==> config.mk <==
export PLATFORM = sky130hd
export DESIGN_NAME = chunked_adder
export DESIGN_NICKNAME = d
export VERILOG_FILES = /design/src/rtl/chunked_adder.sv
export SDC_FILE = /design/constraint.sdc
export NUM_CORES = 1
export LEC_CHECK = 0
export ABC_AREA = 1
export CORE_UTILIZATION = 45
export DETAILED_ROUTE_END_ITERATION = 10
export PLACE_DENSITY = 0.74
export SYNTH_ARGS = -nofsm -noshare
export SYNTH_HDL_FRONTEND = slang
export SYNTH_HIERARCHICAL = 1
export SYNTH_SLANG_ARGS = --single-unit
==> constraint.sdc <==
create_clock -name clk -period 3.1 [get_ports clk]
set_input_delay 0.62 -clock clk [delete_from_list [all_inputs] [get_ports clk]]
set_output_delay 0.62 -clock clk [all_outputs]
set_load 0.1 [all_outputs]
==> src/rtl/chunked_adder.sv <==
// chunked_adder: multi-cycle WIDTH-bit adder/subtractor.
// Each RUN cycle pushes one CHUNK-bit slice through a ripple of full_adder
// cells. The carry between slices is held in a register, so a wide add is
// done with a narrow adder over NCH = WIDTH/CHUNK cycles.
// A valid/ready handshake is used on both the request side and the result side.

module full_adder (
  input  logic i_a,
  input  logic i_b,
  input  logic i_c,
  output logic o_s,
  output logic o_c
);
  assign o_s = i_a ^ i_b ^ i_c;
  assign o_c = (i_a & i_b) | (i_a & i_c) | (i_b & i_c);
endmodule

module chunked_adder #(
  parameter int WIDTH = 16,
  parameter int CHUNK = 4
) (
  input  logic             clk,
  input  logic             rst,
  input  logic             in_valid,
  output logic             in_ready,
  input  logic [WIDTH-1:0] a,
  input  logic [WIDTH-1:0] b,
  input  logic             cin,
  input  logic             sub,
  output logic             out_valid,
  input  logic             out_ready,
  output logic [WIDTH-1:0] sum,
  output logic             cout,
  output logic             overflow
);

  localparam int NCH = WIDTH / CHUNK;
  localparam int IW  = (NCH > 1) ? $clog2(NCH) : 1;
  localparam logic [IW-1:0] LAST_IDX = IW'(NCH - 1);

  // A partial final slice would silently drop the top bits, so it is refused here
  generate
    if (WIDTH % CHUNK != 0) begin : g_badWidth
      $error("chunked_adder: WIDTH must be a multiple of CHUNK");
    end
  endgenerate

  typedef enum logic [1:0] {
    IDLE = 2'd0,
    RUN  = 2'd1,
    DONE = 2'd2
  } state_t;

  state_t           r_state;
  logic [IW-1:0]    r_idx;
  logic [WIDTH-1:0] r_a;
  logic [WIDTH-1:0] r_b;
  logic             r_carry;
  logic [WIDTH-1:0] r_sum;
  logic             r_cout;
  logic             r_overflow;
  logic             r_inReady;
  logic             r_outValid;

  logic [CHUNK-1:0] w_aChunk;
  logic [CHUNK-1:0] w_bChunk;
  logic [CHUNK-1:0] w_sumChunk;
  logic [CHUNK:0]   w_carry;

  assign w_aChunk   = r_a[r_idx*CHUNK +: CHUNK];
  assign w_bChunk   = r_b[r_idx*CHUNK +: CHUNK];
  assign w_carry[0] = r_carry;

  // One ripple of CHUNK full adders, fed by the registered inter-slice carry
  generate
    for (genvar i = 0; i < CHUNK; i++) begin : g_cell
      full_adder u_fa (
        .i_a (w_aChunk[i]),
        .i_b (w_bChunk[i]),
        .i_c (w_carry[i]),
        .o_s (w_sumChunk[i]),
        .o_c (w_carry[i+1])
      );
    end
  endgenerate

  assign in_ready  = r_inReady;
  assign out_valid = r_outValid;
  assign sum       = r_sum;
  assign cout      = r_cout;
  assign overflow  = r_overflow;

  // Control FSM and datapath registers; handshake flags are registered alongside the state
  always_ff @(posedge clk or posedge rst) begin
    if (rst) begin
      r_state    <= IDLE;
      r_idx      <= '0;
      r_a        <= '0;
      r_b        <= '0;
      r_carry    <= 1'b0;
      r_sum      <= '0;
      r_cout     <= 1'b0;
      r_overflow <= 1'b0;
      r_inReady  <= 1'b1;
      r_outValid <= 1'b0;
    end else begin
      unique case (r_state)
        IDLE: begin
          if (in_valid && r_inReady) begin
            r_a       <= a;
            r_b       <= sub ? ~b : b;
            r_carry   <= sub ? 1'b1 : cin;
            r_idx     <= '0;
            r_inReady <= 1'b0;
            r_state   <= RUN;
          end
        end
        RUN: begin
          r_sum[r_idx*CHUNK +: CHUNK] <= w_sumChunk;
          r_carry <= w_carry[CHUNK];
          r_idx   <= r_idx + 1'b1;
          if (r_idx == LAST_IDX) begin
            r_cout     <= w_carry[CHUNK];
            r_overflow <= w_carry[CHUNK] ^ w_carry[CHUNK-1];
            r_outValid <= 1'b1;
            r_state    <= DONE;
          end
        end
        DONE: begin
          if (out_ready) begin
            r_outValid <= 1'b0;
            r_inReady  <= 1'b1;
            r_state    <= IDLE;
          end
        end
        default: begin
          r_outValid <= 1'b0;
          r_inReady  <= 1'b1;
          r_state    <= IDLE;
        end
      endcase
    end
  end

endmodule

* Yosys cells after proc, flatten, opt, wreduce, memory -nomap -nowiden *
Index checks and enable logic that the tools add are counted.

storage, ports and cells
  bits in registers = 57
  bits of input ports = 38
  output and inout bits = 20
  logic and storage cells = 80

operators by class
  add/subtract/negate cells = 2
  equal/unequal tests = 6
  shift operators = 4
  multiplexer cells = 17
  bitwise operators = 32
  reduce and logical (&&, ||, !) cells = 9

operator list
  kind                                                                     number
  4-bit negation with 34-bit output                                        1
  4-bit by 34-bit variable shift with 16-bit output, first input constant  1
  4-bit by 34-bit indexed part select with 16-bit output                   1
  16-bit by 5-bit indexed part select with 4-bit output                    2
  16-bit bitwise mux                                                       1
  16-bit two-way mux                                                       1
  16-bit inverter                                                          1
  1-bit bitwise AND                                                        12
  3-bit AND reduction                                                      3
  1-bit bitwise XOR                                                        9
  2-bit two-way mux                                                        4
  1-bit bitwise OR                                                         8
  1-bit two-way mux                                                        6
  2-bit inequality test, second input constant                             3
  1-bit case mux with 3 select lines                                       2
  2-bit case mux with 3 select lines                                       1
  2-bit AND reduction                                                      3
  2-bit == test, second input constant                                     2
  2-bit case mux with 2 select lines                                       1
  2-bit by 1-bit adder with 2-bit output, second input constant            1
  2-bit by 1-bit == test with 1-bit output, second input constant          1
  2-bit logical NOT                                                        1
  1-bit inverter                                                           2
  1-bit case mux with 2 select lines                                       1
  2 further kinds                                                          2

* Logic depth before layout (Yosys ltp) *
  depth in word-level cells = 14
  mapped depth = 13
  gate-level depth less buffers = 11

* By module *
Netlist, hierarchy kept.

modules (own cells, without submodules)
  module         instances  cells each  area each (µm²)  sequential area each (µm²)
  chunked_adder  1          327         2,765.2          1,427.6
  full_adder     4          1           20.0             0.0

* Least setup slack after synthesis *
Ideal clock, no wire load.

  path type = register to register
  from = register r_idx[0]
  to = register r_sum[15], in the netlist sum[15]
  setup time = 0.068 ns
  arrival = 3.024 ns
  data required time = 3.032 ns
  slack = 0.008 ns
  cell stages (with the launch flop) = 14
  buffers on the path = 2
  clock period less this slack = 3.092 ns
  path through = dfrtp_1 buf_2 inv_1 buf_2 o21ai_0 o22ai_1 fa_1 fa_1 fa_1 fa_1 nand2_1 nor2_1 nand2_1 nand2_1

on the way
  word-level cells in the longest chain between the ends = 13
  elaborated cells on any way between the ends = 29
  those cells by class = add/sub (1); shift (4); mux (1); bitwise (23)

RTL lines
  what                                                      line  text
  start: declaration                                        55    logic [IW-1:0] r_idx;
  start signal: assignment                                  121   r_idx <= r_idx + 1'b1;
  16-bit by 5-bit indexed part select with 4-bit output *   70    assign w_aChunk = r_a[r_idx*CHUNK +: CHUNK];
  named net w_aChunk[0]                                     65    logic [CHUNK-1:0] w_aChunk;
  1-bit bitwise AND                                         15    assign o_c = (i_a & i_b) | (i_a & i_c) | (i_b & i_c);
  1-bit bitwise OR * (2 in a row)                           15
  named net w_carry[1]                                      68    logic [CHUNK:0] w_carry;
  1-bit bitwise AND                                         15
  1-bit bitwise OR                                          15
  1-bit bitwise OR *                                        15
  named net w_carry[2]                                      68
  1-bit bitwise AND                                         15
  1-bit bitwise OR                                          15
  1-bit bitwise OR *                                        15
  named net w_carry[3]                                      68
  1-bit bitwise XOR *                                       14    assign o_s = i_a ^ i_b ^ i_c;
  named net w_sumChunk[3]                                   67    logic [CHUNK-1:0] w_sumChunk;
  4-bit by 34-bit indexed part select with 16-bit output *  119   r_sum[r_idx*CHUNK +: CHUNK] <= w_sumChunk;
  16-bit bitwise mux *                                      119
  end signal: indexed assignment                            119
  end: declaration                                          59    logic [WIDTH-1:0] r_sum;

The timed path passes the listed nets; every way through them passes the cells marked *.
A chain may end at the register's enable or synchronous reset.

* Final worst setup path *
  from = register r_idx[0]
  to = register r_sum[7], in the netlist sum[7]

on the way
  word-level cells in the longest chain between the ends = 13
  elaborated cells on any way between the ends = 29
  those cells by class = add/sub (1); shift (4); mux (1); bitwise (23)

RTL lines
  what                                                      line  text
  16-bit by 5-bit indexed part select with 4-bit output *   71    assign w_bChunk = r_b[r_idx*CHUNK +: CHUNK];
  named net w_bChunk[0]                                     66    logic [CHUNK-1:0] w_bChunk;
  1-bit bitwise AND                                         15
  1-bit bitwise OR                                          15
  1-bit bitwise OR *                                        15
  named net w_carry[1]                                      68
  1-bit bitwise AND                                         15
  1-bit bitwise OR                                          15
  [... 1 more ...]                                          n/a
  named net w_carry[2]                                      68
  1-bit bitwise AND                                         15
  1-bit bitwise OR                                          15
  1-bit bitwise OR *                                        15
  named net w_carry[3]                                      68
  1-bit bitwise XOR *                                       14
  named net w_sumChunk[3]                                   67
  4-bit by 34-bit indexed part select with 16-bit output *  119
  16-bit bitwise mux *                                      119

Marks and branches as above.

==> flow_summary.toml <==
[run_status]
status = "completed"

[timing]
fin_ws_ps = 171
rsz0062_at_grt = "false"
drv_slew = 0
hold_violations = 0
finalSetupViolations = 0
fmax_ghz = 0.341
fin_crit_sh_pct = 94.5
setup_tns_ps = 0
min_period_ps = 2930
tightest_slew_ps = 879
fin_worst_skew_ps = 5.36
timing.hold.ws_ps = 479
max_slew_margin_pct = 41.3

[cts]
path_clk_slew_ps = 70
h-tree-depth = 3
clockRootBuffer = "clkbuf_8"
numCtsBuffers = 9
postCtsSetupBuffers = 0
cts_tree = "done"
clock_sinks = 57
insertion_delay_ps = 340
clk_path_buf_depth = 2

[grt]
grt_max_degree = 44
grt_pass1_wl_microns = 10000
grt_use_total_pct = 20.7
grt_pass1_vias = 2260
antenna_found_initial = 0
grt-ovfl-total = 0

[floorplan]
initial_utilization_pct = 47.2
dieArea_sq_um = 6640
die_y_microns = 81.5
die_w_microns = 81.5
core_sq_um = 6030
row_count = 28
ios = 58

[synthesis]
avgSynthCellArea_sq_um = 8.60
synth_cell_types = 23
syn_nets = 379
synth-seq-cells = 57
yosysSeqAreaShare_pct = 50.2
synthesis.area_sq_um = 2850
yosysWarnings = 6
synthCells = 331

[place]
numPortBuffers = 57
place_area_sq_um = 3460
gp_congestion = 0.830
post-place-ws_ps = 97.0
hpwlAfterDp_microns = 4440

[pwr]
swShare_pct = 49.8
clkPwrFrac_pct = 15.3
leakage_nw = 1.87
seqPwrFrac_pct = 29.0
intPower_mw = 2.18
powerDensity_nw_per_um2 = 1190
ir_drop_mv = 0.869
combPwrFrac_pct = 55.7
power.switching_mw = 2.16

[final_layout]
n_fill_cell = 550
area_delta_synth_final_pct = 28.6
final_net_count = 445
final_cell_mix = "nand2_1, dfrtp_1, clkdlybuf4s50_1"
num_antenna_cells = 0
stdcell_area_sq_um = 3660
final_util_pct = 60.7
mostFrequentLayoutCell = "nand2_1"
drive_above_1_share_pct = 16.2

[drt]
top_layer_used = "met4"
first_pass_iters = 4
antenna_left = 0
viasPerCell = 4.96
avgRoutedWirePerCell_microns = 12.8
wl_met1_microns = 2710
totalWireLength_microns = 6100
met2RoutedLength_microns = 2910
vias = 2368
drc = 0
first_iter_violations = 89
dr_wl_met3_microns = 322

[critical_path]
start_kind = "flop"
critPathArrivalTime_ps = 3210
crit_path_max_fanout = 7
cp_data_required_time_ps = 3390
critical_path.endpoint_type = "flop"
path_class = "reg2reg"

[hold_path]
hold_path.class = "reg2reg"

[flow_run]
maxCapViolCount = 0
-- flip-flops by register name (all words and copies together), names as in the netlist --
register,count
cout,1
in_ready,1
out_valid,1
overflow,1
r_a,16
r_b,16
r_carry,1
r_idx,2
r_state,2
sum,16
-- cell type report --
| type | instances | area, sq um | share of cell area [%] |
|---|---|---|---|
| clock buffers | 14 | 183 | 4.99 |
| clock inverters | 2 | 10.0 | 0.274 |
| inverters | 15 | 56.3 | 1.54 |
| multi-input cells | 247 | 1290 | 35.3 |
| flip-flops and latches | 57 | 1430 | 39.1 |
| well taps | 75 | 93.8 | 2.56 |
| repair buffers | 67 | 596 | 16.3 |
-- metrics by stage --
step / cells / power (mW)
CTS: 477 / 4.35
global route: 477 / 4.65
finish: 477 / 4.35
global placement: 461 / 3.63
floorplan: 331 / 3.07
detailed placement: 461 / 3.67
-- cells in the mapped netlist (all sizes together) --
master  instances  area share (%)
buf            11             2.4
clkbuf          1            0.18
clkinv          1            0.13
dfrtp          56              49
dfstp           1            0.92
fa              4             2.8
ha              6             2.6
inv            14             1.8
nand2         139              19
nand3           4            0.70
nand3b          1            0.26
nor2           29             5.5
o21ai          38             6.7
o22ai           8             1.8
or2             1            0.22
xnor2          17             5.2
-- critical path, cell delays in order (launching register included) --
cell,delay (ps)
dfrtp_2,410
inv_1,120
o21ai_0,190
o22ai_1,120
fa_1,420
fa_1,400
fa_2,380
fa_1,510
nand2_1,70
nor2_1,120
nand2_1,70
nand2_1,60
-- power by group through the flow --
stage	Combinational (mW)	Clock (mW)	Sequential (mW)
global route	2.64	0.713	1.30
detailed placement	2.40	0	1.27
CTS	2.41	0.679	1.26
floorplan	1.18	0	1.89
global placement	2.37	0	1.26
finish	2.42	0.665	1.26
-- worst paths after layout --
kind	slack, ps	end	start	cells after the start
min reg2reg	480	sum[6]	sum[6]	2
max in group asynchronous	1650	r_b[7]	rst	3
min in group asynchronous	780	sum[12]	rst	2
max	170	sum[7]	r_idx[0]	11
min	480	sum[6]	sum[6]	2
max reg2reg	170	sum[7]	r_idx[0]	11
-- kinds of logic after synthesis --
logic type               Yosys count  share of synthesized area, %
AO/OA/AOI/OAI                     46                          8.44
adder cells (fa/ha/maj)           10                          5.45
buffers and inverters             27                          4.53
AND/OR/NAND/NOR                  174                          26.2
flip-flops                        57                          50.2
XOR/XNOR                          17                          5.23
-- what timing repair did --
item / in CTS / in global routing
endpoints found under the setup margin: 0 / 4
hold buffers: 0 / 0
gates resized for setup: 0 / 4
-- metal layers --
metal / GRT usage (%) / vias to the layer above
met4: 10.5 / 0
met2: 34.4 / 71
met1: 24.4 / 1110
met3: 5.67 / 12
li1: - / 1175
met5: 0 / -
No activity file was read; power rests on OpenSTA's default activity.
